**config.mk**
```make
export PLATFORM = sky130hd
export DESIGN_NAME = mux_sel_sequencer_flat
export DESIGN_NICKNAME = d
export VERILOG_FILES = /design/src/rtl/mux_sel_sequencer_if.sv /design/src/rtl/mux_sel_sequencer.sv /design/src/flat_wrapper.sv
export SDC_FILE = /design/constraint.sdc
export NUM_CORES = 1
export LEC_CHECK = 0
export ABC_AREA = 1
export CAP_MARGIN = 0
export CORE_UTILIZATION = 42
export CTS_BUF_LIST = sky130_fd_sc_hd__clkbuf_16
export CTS_CLUSTER_DIAMETER = 150
export DETAILED_ROUTE_END_ITERATION = 10
export GPL_TIMING_DRIVEN = 0
export HOLD_SLACK_MARGIN = 0.03
export PLACE_DENSITY = 0.77
export SLEW_MARGIN = 20
export SYNTH_ARGS = -nofsm -noshare
export SYNTH_HDL_FRONTEND = slang
export SYNTH_SLANG_ARGS = --single-unit
```
**constraint.sdc**
```tcl
create_clock -name clk -period 1.6 [get_ports clk]
set_input_delay 0.24 -clock clk [delete_from_list [all_inputs] [get_ports clk]]
set_output_delay 0.24 -clock clk [all_outputs]
set_load 0.02 [all_outputs]
```
**src/rtl/mux_sel_sequencer_if.sv**
```systemverilog
// Byte handshake into the mux select sequencer.
// master drives the byte, slave reports readiness.
interface mux_sel_sequencer_if;
    logic       in_valid;
    logic       in_ready;
    logic [7:0] in_data;

    modport master (
        output in_valid,
        output in_data,
        input  in_ready
    );

    modport slave (
        input  in_valid,
        input  in_data,
        output in_ready
    );
endinterface

```
**src/rtl/mux_sel_sequencer.sv**
```systemverilog
// Byte serializer driving an 8:1 bit mux select at DIV clocks per bit.
// Define MUX_SEL_SEQUENCER_MSB_FIRST_EN to emit bit 7 first.
module mux_sel_sequencer #(
    parameter int DIV = 4
) (
    input  logic                clk,
    input  logic                rst_n,
    mux_sel_sequencer_if.slave  in_bus,
    input  logic                abort,
    output logic [7:0]          d_hold,
    output logic [2:0]          sel,
    output logic                bit_valid,
    output logic                frame_start,
    output logic                frame_end,
    output logic                busy
);

    localparam int CW = (DIV > 1) ? $clog2(DIV) : 1;
    localparam logic [CW-1:0] CMAX = CW'(DIV - 1);

`ifdef MUX_SEL_SEQUENCER_MSB_FIRST_EN
    localparam logic [2:0] FIRST = 3'd7;
    localparam logic [2:0] LAST  = 3'd0;
`else
    localparam logic [2:0] FIRST = 3'd0;
    localparam logic [2:0] LAST  = 3'd7;
`endif

    typedef enum logic {
        IDLE  = 1'b0,
        SHIFT = 1'b1
    } state_t;

    state_t        state;
    state_t        state_nx;
    logic [CW-1:0] cnt;
    logic          xfer;
    logic          strobe;
    logic          wrap;

    function automatic logic [2:0] next_idx(input logic [2:0] s);
`ifdef MUX_SEL_SEQUENCER_MSB_FIRST_EN
        return s - 3'd1;
`else
        return s + 3'd1;
`endif
    endfunction

    assign xfer = in_bus.in_valid && (state == IDLE);
    assign wrap = (cnt == CMAX);
    // abort masks the strobe in the very cycle it is raised
    assign strobe = (state == SHIFT) && wrap && !abort;

    always_ff @(posedge clk or negedge rst_n) begin
        if (!rst_n) begin
            state <= IDLE;
        end else begin
            state <= state_nx;
        end
    end

    always_comb begin
        state_nx = state;
        unique case (state)
            IDLE: begin
                if (xfer) begin
                    state_nx = SHIFT;
                end
            end
            SHIFT: begin
                if (abort || (strobe && sel == LAST)) begin
                    state_nx = IDLE;
                end
            end
            default: state_nx = IDLE;
        endcase
    end

    always_comb begin
        in_bus.in_ready = 1'b0;
        bit_valid       = 1'b0;
        frame_start     = 1'b0;
        frame_end       = 1'b0;
        unique case (state)
            IDLE: begin
                in_bus.in_ready = 1'b1;
            end
            SHIFT: begin
                bit_valid   = strobe;
                frame_start = strobe && (sel == FIRST);
                frame_end   = strobe && (sel == LAST);
            end
            default: begin
                in_bus.in_ready = 1'b0;
            end
        endcase
    end

    always_ff @(posedge clk or negedge rst_n) begin
        if (!rst_n) begin
            d_hold <= 8'h00;
            sel    <= FIRST;
            cnt    <= '0;
            busy   <= 1'b0;
        end else begin
            unique case (state)
                IDLE: begin
                    if (xfer) begin
                        d_hold <= in_bus.in_data;
                        sel    <= FIRST;
                        cnt    <= '0;
                        busy   <= 1'b1;
                    end
                end
                SHIFT: begin
                    if (abort) begin
                        sel  <= FIRST;
                        cnt  <= '0;
                        busy <= 1'b0;
                    end else begin
                        cnt <= wrap ? '0 : cnt + 1'b1;
                        if (wrap) begin
                            if (sel == LAST) begin
                                sel  <= FIRST;
                                busy <= 1'b0;
                            end else begin
                                sel <= next_idx(sel);
                            end
                        end
                    end
                end
                default: begin
                    busy <= 1'b0;
                end
            endcase
        end
    end

endmodule

```
**src/flat_wrapper.sv**
```systemverilog
// flat-port wrapper written by rule: the top's interface ports become plain ports
module mux_sel_sequencer_flat 
#(
    parameter int DIV = 4
)
  (clk, rst_n, abort, d_hold, sel, bit_valid, frame_start, frame_end, busy, in_bus_in_valid, in_bus_in_data, in_bus_in_ready);
  mux_sel_sequencer_if in_bus_i ();
  input  logic clk;
  input  logic rst_n;
  input  logic abort;
  output logic [7:0] d_hold;
  output logic [2:0] sel;
  output logic bit_valid;
  output logic frame_start;
  output logic frame_end;
  output logic busy;
  input wire logic [$bits(in_bus_i.in_valid)-1:0] in_bus_in_valid;
  input wire logic [$bits(in_bus_i.in_data)-1:0] in_bus_in_data;
  output wire logic [$bits(in_bus_i.in_ready)-1:0] in_bus_in_ready;
  assign in_bus_i.in_valid = in_bus_in_valid;
  assign in_bus_i.in_data = in_bus_in_data;
  assign in_bus_in_ready = in_bus_i.in_ready;
  mux_sel_sequencer #(.DIV(DIV)) u_core (.clk(clk), .rst_n(rst_n), .in_bus(in_bus_i), .abort(abort), .d_hold(d_hold), .sel(sel), .bit_valid(bit_valid), .frame_start(frame_start), .frame_end(frame_end), .busy(busy));
endmodule
```
==> impl_metrics.tcl <==
set metrics [dict create \
    cts_sinks 15 \
    synth_cells 86 \
    worst_pin_slew_ns 0.680 \
    dpl_cell_area_um2 1020 \
    period_minus_slack_ns 1.56 \
    hold_path_depth 3 \
    final_max_slew_viol_count 0 \
    relSlewSlack_pct 54.5 \
    register_area_um2 375 \
    ys_warn_count 0 \
    critPathRequiredTime_ns 1.36 \
    synth_nets 102 \
    die_area_um2 1930 \
    wire_per_inst_um 12.0 \
    io_buffers 26 \
    drt_iter0_drc 12 \
    yosysSeqAreaShare_pct 50.8 \
    p_per_area_nw_per_um2 1210 \
    layout_common_cells "nand2_1 (28), clkdlybuf4s50_1 (22), dfrtp_1 (15)" \
    ys_types 16 \
    cts_tree "built" \
    firstDrtPassIters 6 \
    yosysTopAreaCell "dfrtp_1" \
    start_kind "flip-flop" \
    holdWs_ns 0.344 \
    fin_crit_sh_pct 97.4 \
    crit_type "reg2out" \
    grt_pass1_wl_um 2650 \
    critical_path.max_stage_delay_ns 0.59 \
    clock_latency_ns 0.24 \
    num_io_pins 28 \
    vdd_drop_max_uv 881 \
    syn_avg_cell_area_um2 8.58 \
    drive_gt1_share_pct 16.1 \
    gp_congestion 0.729 \
    grt_pass1_vias 628 \
    nets 135 \
    antenna_found_initial 0 \
    syn_to_final_growth_pct 49.2 \
    mostFrequentLayoutCell "nand2_1" \
    design_area_um2 1100 \
    die_w_um 43.9 \
    via_per_inst 4.94 \
    slowest_stage "clkdlybuf4s50_1" \
    rr_worst_depth 5 \
    dr_total_vias 662 \
    timing.fmax_ghz 0.642 \
    overflow 0 \
    synth-seq-cells 15 \
    violations "DRC" \
    die_h_um 43.9 \
    h-tree-depth 1 \
    cp.arrival_ns 1.32 \
    hpwl_um 1060 \
    rows 14 \
    setup.worst_path.end_class "primary output" \
    maxCapViolations 0 \
    cts_max_path_buffers 2 \
    synth_top_area_share_pct 50.8 \
    drc 2 \
    synth.area.top_cells "dfrtp_1 (51%), nand2_1 (14%), nand3_1 (9.5%)" \
    initial_core_util_pct 46.8 \
    fillers 128 \
    finalHoldViolCount 0 \
    synth_area_um2 738 \
    setup_viol 0 \
    p_leak_uw 0.000571 \
    finClkSkew_ns 0.00244 \
    cts_hold_buf 0 \
    grtUsageTotal_pct 19.2 \
    root_buffer "clkbuf_16" \
    multiInputGateArea_um2 307 \
    core_area_um2 1580 \
    status "complete, but fails checks" \
    wirelength_um 1610 \
    numCtsBuffers 3 \
    critPathMaxFanout 4 \
    cp_cell_sequence "buf_4 -> clkdlybuf4s50_1" \
    grt_max_degree 16 \
    diodes 0 \
    min_path_type "in2reg" \
    ant_nets 0 \
    cts.clk_slew.worst_paths_ns 0.05 \
    finalSetupTns_ns 0 \
]
routing by layer:
layer	GRT usage (%)	up-vias	routed length, µm
met5	0	-	0
met4	5.45	0	8
met3	7.92	2	137
met2	32.8	27	763
met1	22.0	301	706
li1	-	332	-
registers in the layout, summed over array words and instances, names as in the netlist:
name,cells
u_core.d_hold,8
u_core.sel,3
u_core.cnt,2
u_core.busy,1
u_core.state,1
logic make-up (layout without fill, tap and decap cells):
logic type / after synthesis / after routing / synth area share, %
buf+inv: 12 / 44 / 8.31
compound gates: 4 / 4 / 2.71
fa+ha+maj: 4 / 4 / 6.78
simple gates: 51 / 51 / 31.4
flops: 15 / 15 / 50.8
stage by stage:
step,power (µW),util (%),cells,worst slack [ns]
after floorplan,676,-,86,0.206
after global placement,841,64.6,128,-0.428
after detailed placement,849,64.6,128,-0.427
after CTS,1340,69.6,133,0.00996
after global routing,1400,69.8,134,-0.00581
final,1340,69.8,134,0.0421
power breakdown:
part,internal (µW),switching [µW],total (µW)
sequential,443,37.5,480
combinational,180,199,379
clock,331,147,478
total,954,384,1340
area by class of cell:
| cell class | instances | share of cell area, % |
|---|---|---|
| inverter | 9 | 3.07 |
| multi-input combinational | 59 | 27.8 |
| buffer | 3 | 2.50 |
| timing repair buffer | 28 | 23.5 |
| tap | 16 | 1.82 |
| clock inverter | 1 | 0.341 |
| sequential | 15 | 34.1 |
| clock buffer | 3 | 6.82 |
worst max-delay path, delay by kind of cell, from the launching register on:
| family | cells | cell delay [ns] |
|---|---|---|
| flip-flops | 1 | 0.35 |
| buffers and inverters | 2 | 0.72 |
cells in the mapped netlist (all sizes together):
cell type and number:
nand4 1, dfrtp 15, buf 3, ha 4, or2 1, o21ai 4, nand3 14, inv 9
nand2 31, nor2 4
worst paths after layout:
path / from / to / slack, ns
worst max-delay path: u_core.sel[0] / sel[0] / 0.04
worst min-delay path: in_bus_in_valid / u_core.d_hold[3] / 0.34
worst max register to register: u_core.cnt[0] / u_core.sel[0] / 0.20
worst min register to register: u_core.d_hold[7] / u_core.d_hold[7] / 0.47
max in group asynchronous: rst_n / u_core.state / 0.75
min in group asynchronous: rst_n / u_core.sel[1] / 0.41
repair_timing:
action | CTS | global route
setup buffers | 1 | 1
pin swaps | 1 | 0
gates resized for setup | 12 | 2
setup endpoints to repair | 4 | 2
Power figures use the tool's default switching activity.
